**config.mk**
```make
export PLATFORM = sky130hd
export DESIGN_NAME = mem_port_arbiter
export DESIGN_NICKNAME = d
export VERILOG_FILES = /design/src/rtl/mem_arb_pkg.sv /design/src/rtl/mem_arb_starve_counter.sv /design/src/rtl/mem_port_arbiter.sv
export SDC_FILE = /design/constraint.sdc
export NUM_CORES = 1
export LEC_CHECK = 0
export CAP_MARGIN = 20
export CORE_AREA = 2 2 119 121
export CTS_CLUSTER_DIAMETER = 120
export DETAILED_ROUTE_END_ITERATION = 6
export DIE_AREA = 0 0 121 123
export GPL_TIMING_DRIVEN = 0
export SYNTH_ARGS = -nofsm -noshare
export SYNTH_HDL_FRONTEND = slang
export SYNTH_SLANG_ARGS = --single-unit
```
**constraint.sdc**
```tcl
create_clock -name clock -period 1.04 [get_ports clock]
set_clock_uncertainty 0.05 [all_clocks]
set_input_delay 0.104 -clock clock [delete_from_list [all_inputs] [get_ports clock]]
set_output_delay 0.104 -clock clock [all_outputs]
set_load 0.02 [all_outputs]
```
**src/rtl/mem_arb_pkg.sv**
```systemverilog
// Shared encodings and default widths for the memory-port arbiter.
package mem_arb_pkg;

    localparam int DEF_ADDR_WIDTH   = 32;
    localparam int DEF_DATA_WIDTH   = 32;
    localparam int DEF_STARVE_LIMIT = 4;

    typedef enum logic {
        BOOT = 1'b0,
        RUN  = 1'b1
    } arb_state_t;

    typedef enum logic [1:0] {
        OWN_NONE = 2'd0,
        OWN_LD   = 2'd1,
        OWN_DM   = 2'd2,
        OWN_IF   = 2'd3
    } owner_t;

endpackage

```
**src/rtl/mem_arb_starve_counter.sv**
```systemverilog
// Counts consecutive denied fetch cycles in RUN and flags a forced fetch grant
// once the count reaches STARVE_LIMIT.
module mem_arb_starve_counter
    import mem_arb_pkg::*;
#(
    parameter int STARVE_LIMIT = DEF_STARVE_LIMIT
) (
    input  logic clock,
    input  logic reset,
    input  logic run,
    input  logic if_req,
    input  logic if_gnt,
    output logic force_if
);

    localparam int CW = $clog2(STARVE_LIMIT + 1);

    logic [CW-1:0] count_reg;
    logic [CW-1:0] count_next;

    always_comb begin
        count_next = count_reg;
        if (!run || !if_req || if_gnt) begin
            count_next = '0;
        end else if (count_reg != CW'(STARVE_LIMIT)) begin
            count_next = count_reg + CW'(1);
        end
    end

    always_ff @(posedge clock or posedge reset) begin
        if (reset) begin
            count_reg <= '0;
        end else begin
            count_reg <= count_next;
        end
    end

    assign force_if = (count_reg == CW'(STARVE_LIMIT));

endmodule

```
**src/rtl/mem_port_arbiter.sv**
```systemverilog
// Shares one memory port between loader, data stage and fetch, with BOOT/RUN sequencing
// and read-ownership tracking. Optional fetch starvation guard: MEM_PORT_ARB_STARVE_GUARD_EN.
module mem_port_arbiter
    import mem_arb_pkg::*;
#(
    parameter int ADDR_WIDTH   = DEF_ADDR_WIDTH,
    parameter int DATA_WIDTH   = DEF_DATA_WIDTH,
    parameter int STARVE_LIMIT = DEF_STARVE_LIMIT
) (
    input  logic                  clock,
    input  logic                  reset,
    input  logic                  load_done,
    input  logic                  ld_req,
    input  logic                  ld_wren,
    input  logic [0:ADDR_WIDTH-1] ld_address,
    input  logic [0:DATA_WIDTH-1] ld_data_in,
    output logic                  ld_gnt,
    input  logic                  dm_req,
    input  logic                  dm_wren,
    input  logic [0:ADDR_WIDTH-1] dm_address,
    input  logic [0:DATA_WIDTH-1] dm_data_in,
    output logic                  dm_gnt,
    output logic                  dm_rvalid,
    input  logic                  if_req,
    input  logic [0:ADDR_WIDTH-1] if_address,
    output logic                  if_gnt,
    output logic                  if_rvalid,
    output logic                  if_stall,
    output logic [0:DATA_WIDTH-1] rdata,
    output logic [0:ADDR_WIDTH-1] mem_address,
    output logic                  mem_wren,
    output logic [0:DATA_WIDTH-1] mem_data_in,
    input  logic [0:DATA_WIDTH-1] mem_data_out,
    output logic                  booting
);

    arb_state_t state_reg;
    arb_state_t state_next;
    owner_t     owner_reg;
    owner_t     owner_next;
    logic       force_if;

`ifdef MEM_PORT_ARB_STARVE_GUARD_EN
    mem_arb_starve_counter #(
        .STARVE_LIMIT(STARVE_LIMIT)
    ) u_starve (
        .clock    (clock),
        .reset    (reset),
        .run      (state_reg == RUN),
        .if_req   (if_req),
        .if_gnt   (if_gnt),
        .force_if (force_if)
    );
`else
    // Without the guard fetch is never forced; a negative limit is meaningless anyway.
    assign force_if = (STARVE_LIMIT < 0);
`endif

    always_comb begin
        state_next = state_reg;
        if (state_reg == BOOT && load_done) begin
            state_next = RUN;
        end
    end

    always_comb begin
        ld_gnt = 1'b0;
        dm_gnt = 1'b0;
        if_gnt = 1'b0;
        if (state_reg == BOOT) begin
            ld_gnt = ld_req;
        end else begin
            dm_gnt = dm_req & ~force_if;
            if_gnt = if_req & (force_if | ~dm_req);
        end
    end

    // At most one grant is ever active, so the mux priority order is irrelevant.
    always_comb begin
        mem_address = '0;
        mem_wren    = 1'b0;
        mem_data_in = '0;
        owner_next  = OWN_NONE;
        if (ld_gnt) begin
            mem_address = ld_address;
            mem_wren    = ld_wren;
            mem_data_in = ld_data_in;
            if (!ld_wren) owner_next = OWN_LD;
        end else if (dm_gnt) begin
            mem_address = dm_address;
            mem_wren    = dm_wren;
            mem_data_in = dm_data_in;
            if (!dm_wren) owner_next = OWN_DM;
        end else if (if_gnt) begin
            mem_address = if_address;
            owner_next  = OWN_IF;
        end
    end

    always_ff @(posedge clock or posedge reset) begin
        if (reset) begin
            state_reg <= BOOT;
            owner_reg <= OWN_NONE;
        end else begin
            state_reg <= state_next;
            owner_reg <= owner_next;
        end
    end

    assign booting   = (state_reg == BOOT);
    assign if_stall  = booting | (if_req & ~if_gnt);
    assign dm_rvalid = (owner_reg == OWN_DM);
    assign if_rvalid = (owner_reg == OWN_IF);
    // Memory data is forced to zero unless a read of ours is returning this cycle.
    assign rdata     = (owner_reg != OWN_NONE) ? mem_data_out : '0;

endmodule

```
==> flow_summary_export.csv, run 1 <==
group,metric,value,unit
placed_design,dp_worst_setup_slack,-1.20,ns
clock_tree,htreeDepth,1,
drt,route.vias.total,3540,
yosys,synthesis.instances,250,
placed_design,routabilityCongestion,0.807,
power,max-vdd-ir-drop,0.434,mV
finish,nets,784,
sta,report.final.slew_viol_count,0,
clock_tree,clk_path_buf_depth,2,
setup_path,crit_path_cell_trace,"nand2b_4, buf_12, inv_16, clkbuf_16, a22o_4, buf_6",
drt,detail_route.iter0.violations,76,
placed_design,port_buffers,302,
floorplanning,initial_core_util,12.9,%
yosys,synth_area,1760,µm²
grt,antenna_found_initial,0,
yosys,ys_seq_area_share,4.26,%
yosys,synthSimpleGateAreaFrac,53.1,%
setup_path,critPathLaunch,"state_reg$_DFFE_PP0P_",
setup_path,worst_ep_required_time,0.89,ns
setup_path,timing.critical_path.fanout_max,8,
yosys,post_synthesis_area_per_instance,7.05,µm²
drt,drc,0,
drt,detail_route.vias_per_cell,4.64,
setup_path,cp_data_arrival_time,1.52,ns
setup_path,cpMaxStageDelayCell,"dfrtp_2",
setup_path,critPathTopFamily,"buffers and inverters",
floorplanning,floorplan.die.height,123,µm
finish,post_route_cells_drive_above_1_share,51.8,%
run_status,status,"finished, violations left",
yosys,mappedNetlistNets,450,
yosys,synth_adder_area_share,0,%
setup_path,reg2regPathDepth,4,
setup_path,r2r_start,"state_reg$_DFFE_PP0P_",
setup_path,critical_path.n_buffers_inverters,4,
sta,finalCriticalPeriod,1.67,ns
yosys,synth-seq-cells,3,
drt,drtPass1Iterations,5,
flow_run,max_cap_violations,0,
yosys,synthDominantCellAreaShare,16.4,%
sta,final-setup-viol-count,107,
grt,grt_util_all_layers,18.0,%
floorplanning,top_level_ports,304,
yosys,netlist-cell-type-count,22,
power,power.leakage,2.85,nW
yosys,synth_mux_area_share,0,%
sta,finalWorstSetupSlack,-0.629,ns
sta,post_route_hold_slack,0.00650,ns
sta,timing.final.crit_share,161,%
grt,number_of_global_route_vias_before_repair,3699,
clock_tree,clockRootBuffer,"clkbuf_16",
clock_tree,worst_skew_late_latency,0.22,ns
clock_tree,cts_buffers,3,
setup_path,timing.setup.critical_path_class,"register to output port",
clock_tree,clk_pin_slew_worst_paths,0.03,ns
grt,gr-total-overflow,0,
yosys,synthTopCellsByArea,"a22o_1, nand4b_1, nor3b_1, nor2b_1, a31oi_1",
grt,wire_length_of_the_first_global_routing_pass,20800,µm
floorplanning,horizontal_die_dimension,121,µm
power,report.power.total,0.00360,W
yosys,synth.largest_area_cell,"a22o_1",
clock_tree,tritoncts,"yes",
sta,max_slew_margin,73.1,%
clock_tree,cts-hold-fix-buffers,0,
finish,largest_register_ff_count,2,
sta,achievable-frequency,599,MHz
grt,grt_start_max_net_pins,11,
floorplanning,core,13600,µm²
finish,diodes,0,
finish,layout-area-overhead-vs-synth,293,%
sta,rsz0062_at_grt,"yes",
drt,postRouteAntennaNets,0,
floorplanning,core.rowCount,43,
setup_path,startpoint_type,"register",
setup_path,critPathMaxStageDelay,0.40,ns
run_status,failed_checks,"negative setup slack",
drt,detail_route.wl_per_cell,19.4,µm
yosys,synth_top_family_by_area,"simple AND/OR/NAND/NOR gates",
finish,finish.instance_area,6930,µm²
drt,wire_length_reported_by_the_detailed_router,14800,µm
setup_path,worst_setup_path_end_kind,"output port",
yosys,synth-xor-area-share,0,%
sta,worst-slew-pin-transition,0.403,ns
floorplanning,design.die.area,14900,µm²
setup_path,critical_path_cell_count,6,
power,power_per_cell_area,519,nW/µm²
yosys,synth-compound-area-share,28.6,%
placed_design,detailed_place.area,5920,µm²
sta,hold_viol_final,0,
clock_tree,clock_sinks,3,
placed_design,hpwl_dp,11700,µm
yosys,ys_warn_count,0,
hold_path,worst_hold_path_type,"primary input to asynchronous set/reset pin",
[final timing paths]
path                                          endpoint  slack [ns]
worst max-delay path                   mem_data_in[15]       -0.63
worst min-delay path            owner_reg[0]$_DFF_PP0_       0.006
worst max register to register  owner_reg[0]$_DFF_PP0_       -0.25
worst min register to register   state_reg$_DFFE_PP0P_        0.82
max in group asynchronous        state_reg$_DFFE_PP0P_        0.78
min in group clock               state_reg$_DFFE_PP0P_        0.42
[area by class of cell]
cell class | instances | area, µm²
inverter | 3 | 27.5
buffer | 37 | 437
timing repair buffer | 331 | 3410
multi-input combinational | 205 | 2670
sequential | 3 | 76.3
fill | 1259 | 6680
clock buffer | 4 | 78.8
tap | 180 | 225
[placed cells by master (no fill, tap or decap), types with 6 or more instances in the layout]
master           Yosys  final
a22o_4               0     29
a31oi_4              0     29
buf_12               0     10
buf_2               21      6
buf_4               10     33
buf_6                3    104
buf_8                0     10
clkdlybuf4s50_1      0    196
nand3_1             32     29
nand4b_1            32     32
nor2b_4              0     25
nor3b_2              0      9
nor3b_4              0     22
[cell usage after synthesis, drive strengths merged]
library cell  number
nand2b             1
nand3             32
inv                3
clkbuf             5
nand2              2
buf               34
dfrtp              3
and2               2
nor2b             33
nor3b             32
o21bai             1
or2                1
a22o              33
nand4b            32
a211oi             1
a31oi             32
and3b              1
nor2               2
[where the power goes]
group / internal, W / switching, W / total [W]
combinational: 0.00174 / 0.00112 / 0.00286
clock: 0.000506 / 0.000107 / 0.000613
sequential: 0.000123 / 0.00000566 / 0.000128
[per-stage QoR]
step / utilization [%] / cells / setup TNS [ns]
after floorplan: - / 250 / -11.37
after global placement: 43.5 / 732 / -97.93
after detailed placement: 43.5 / 732 / -97.72
after CTS: 48.4 / 759 / -55.39
after global routing: 50.9 / 763 / -58.96
final: 50.9 / 763 / -53.80
[metal layers]
metal / vias up / routed length [µm] / global-route usage, %
met5: - / 0 / 0
met4: 0 / 256 / 3.49
met3: 16 / 1410 / 4.80
met2: 194 / 7690 / 33.8
met1: 1684 / 5460 / 20.3
li1: 1646 / - / -
[logic make-up after synthesis]
| kind of cell | after synthesis |
|---|---|
| flip-flops | 3 |
| AO/OA/AOI/OAI | 67 |
| AND/OR/NAND/NOR | 138 |
| buffers and inverters | 42 |
[timing repair]
action	4_1_cts	5_1_grt
endpoints found under the setup margin	107	107
resized for setup	680	92
setup buffers	19	10
endpoints found under the hold margin	0	0
pin swaps	30	17
cloned	4	2
(Power assumes the default switching activity.)
==> run 2: changes to the inputs <==
--- a/config.mk
+++ b/config.mk
@@ -10,7 +10,9 @@
 export CTS_CLUSTER_DIAMETER = 120
 export DETAILED_ROUTE_END_ITERATION = 6
 export DIE_AREA = 0 0 121 123
+export GPL_ROUTABILITY_DRIVEN = 0
 export GPL_TIMING_DRIVEN = 0
+export SKIP_LAST_GASP = 1
 export SYNTH_ARGS = -nofsm -noshare
 export SYNTH_HDL_FRONTEND = slang
 export SYNTH_SLANG_ARGS = --single-unit
==> run 2 against run 1 <==
Compared with the run above: the run still ends with negative setup slack left; sequential share of layout area about the same; critical path depth stayed put; worst setup slack got worse by 0.0046 ns; cell count fell by 0.13%; critical path type unchanged.
==> flow_summary_export.csv, run 2 (same netlist as run 1, synthesis figures left out) <==
group,metric,value,unit
clock_tree,clock_sinks,3,
finish,fillCellCount,1257,
placed_design,port_buffers,302,
flow_run,max_cap_violations,0,
run_status,failed_checks,"negative setup slack",
sta,hold_viol_final,0,
setup_path,cp_data_arrival_time,1.52,ns
placed_design,hpwl_dp,11700,µm
finish,diodes,0,
drt,detail_route.iter0.violations,84,
power,net-switching-power,0.00123,W
finish,post_route_cells_drive_above_1_share,51.5,%
placed_design,placedCellCount,732,
power,sw_frac_of_total,34.4,%
drt,drc,0,
clock_tree,tritoncts,"yes",
grt,antenna_found_initial,0,
grt,grt_use_met3,4.94,%
sta,final-setup-viol-count,107,
grt,gr-usage-met1,20.3,%
grt,gr-total-overflow,0,
sta,finalWorstSetupSlack,-0.634,ns
drt,route.vias.total,3563,
finish,postLayoutCoreUtil,50.3,%
finish,finish.instance_area,6850,µm²
sta,achievable-frequency,597,MHz
floorplanning,initial_core_util,12.9,%
finish,mostFrequentLayoutCell,"clkdlybuf4s50_1",
grt,number_of_global_route_vias_before_repair,3712,
power,power_frac_clock,17.1,%
finish,finalNonFillerCells,762,
power,max-vdd-ir-drop,0.426,mV
setup_path,startpoint_type,"register",
finish,layout-area-overhead-vs-synth,289,%
floorplanning,design.die.area,14900,µm²
drt,wire_length_reported_by_the_detailed_router,14700,µm
floorplanning,floorplan.die.height,123,µm
drt,detail_route.vias_per_cell,4.68,
sta,rsz0062_at_grt,"yes",
drt,detail_route.wl_per_cell,19.3,µm
hold_path,worst_hold_path_type,"primary input to asynchronous set/reset pin",
setup_path,worst_ep_required_time,0.89,ns
floorplanning,core.rowCount,43,
power,p_seq_share,3.6,%
clock_tree,clockRootBuffer,"clkbuf_16",
power,report.power.total,0.00358,W
floorplanning,core,13600,µm²
clock_tree,worst_skew_late_latency,0.22,ns
sta,worst-slew-pin-transition,0.394,ns
setup_path,worst_setup_path_end_kind,"output port",
grt,met2_usage,34.0,%
sta,finalCriticalPeriod,1.67,ns
power,intPower,0.00235,W
run_status,status,"finished, violations left",
floorplanning,top_level_ports,304,
grt,wire_length_of_the_first_global_routing_pass,20900,µm
sta,report.final.slew_viol_count,0,
placed_design,dp_worst_setup_slack,-1.20,ns
drt,drtPass1Iterations,4,
setup_path,timing.critical_path.fanout_max,10,
grt,globalRoute.busiestLayer,"met2",
clock_tree,cts_buffers,3,
power,power_per_cell_area,523,nW/µm²
sta,max_slew_margin,73.7,%
finish,largest_register_ff_count,2,
grt,grt_start_max_net_pins,11,
placed_design,detailed_place.area,5920,µm²
clock_tree,clk_path_buf_depth,2,
finish,layout.cells.most_common_list,"clkdlybuf4s50_1, buf_6, buf_4",
power,power_frac_comb,79.3,%
power,power.leakage,2.82,nW
grt,grt_util_all_layers,18.0,%
clock_tree,htreeDepth,1,
finish,nets,783,
floorplanning,horizontal_die_dimension,121,µm
sta,timing.final.crit_share,161,%
clock_tree,clk_pin_slew_worst_paths,0.03,ns
drt,postRouteAntennaNets,0,
setup_path,timing.setup.critical_path_class,"register to output port",
run 2: cell count changes in the layout (fill, tap and decap cells not counted):
cell	before	now
inv_12	0	1
buf_12	10	11
buf_4	33	44
nor3b_4	22	23
clkbuf_16	5	3
inv_16	1	0
clkbuf_4	0	1
nor2b_1	5	6
nor2b_2	3	2
nor3b_2	9	8
buf_8	10	8
buf_6	104	94
run 2: worst paths after layout:
path                                            start                     end  slack (ns)  depth (start not counted)
worst max-delay path            state_reg$_DFFE_PP0P_         mem_data_in[12]       -0.63                          6
worst min-delay path                            reset  owner_reg[0]$_DFF_PP0_       0.006                          2
worst max register to register  state_reg$_DFFE_PP0P_  owner_reg[0]$_DFF_PP0_       -0.25                          4
worst min register to register  state_reg$_DFFE_PP0P_   state_reg$_DFFE_PP0P_        0.83                          3
max in group asynchronous                       reset   state_reg$_DFFE_PP0P_        0.78                          2
min in group clock                          load_done   state_reg$_DFFE_PP0P_        0.42                          2
run 2: timing repair:
action	in CTS	in global routing
pin swaps	28	3
hold buffers	0	0
endpoints found under the setup margin	107	107
resized for setup	645	113
gates cloned	4	0
setup buffers	19	10
run 2: cell type report:
class,instances,area (µm²),share of cell area [%]
Tap cell,180,225,3.29
Inverter,3,23.8,0.347
Clock buffer,4,78.8,1.15
Multi-Input combinational cell,205,2680,39.1
Buffer,37,438,6.39
Timing Repair Buffer,330,3330,48.6
Sequential cell,3,76.3,1.11
run 2: worst max-delay path: stages (launching register included):
cell and delay [ns]:
dfrtp_2 0.41, nand2b_4 0.15, buf_12 0.14, inv_12 0.05
buf_12 0.14, a22o_4 0.25, buf_4 0.15
run 2: routing by layer:
layer	part of all wire (%)	wire length (µm)
met3	9.5	1400
met5	0	0
met1	37	5390
met4	1.9	278
met2	52	7670
run 2: per-stage QoR:
stage,TNS (ns),hold slack (ns)
CTS,-56.04,0.0114
finish,-54.10,0.00565
floorplan,-11.37,-0.192
global placement,-97.93,0.245
detailed placement,-97.72,0.247
global route,-59.02,0.0302
run 2: power groups by stage:
stage / logic (W) / clock network (W) / registers (W)
floorplan: 0.00102 / 0 / 0.000127
global placement: 0.00246 / 0 / 0.000128
detailed placement: 0.00247 / 0 / 0.000128
CTS: 0.00264 / 0.000622 / 0.000129
global route: 0.00297 / 0.000638 / 0.000129
finish: 0.00284 / 0.000614 / 0.000128
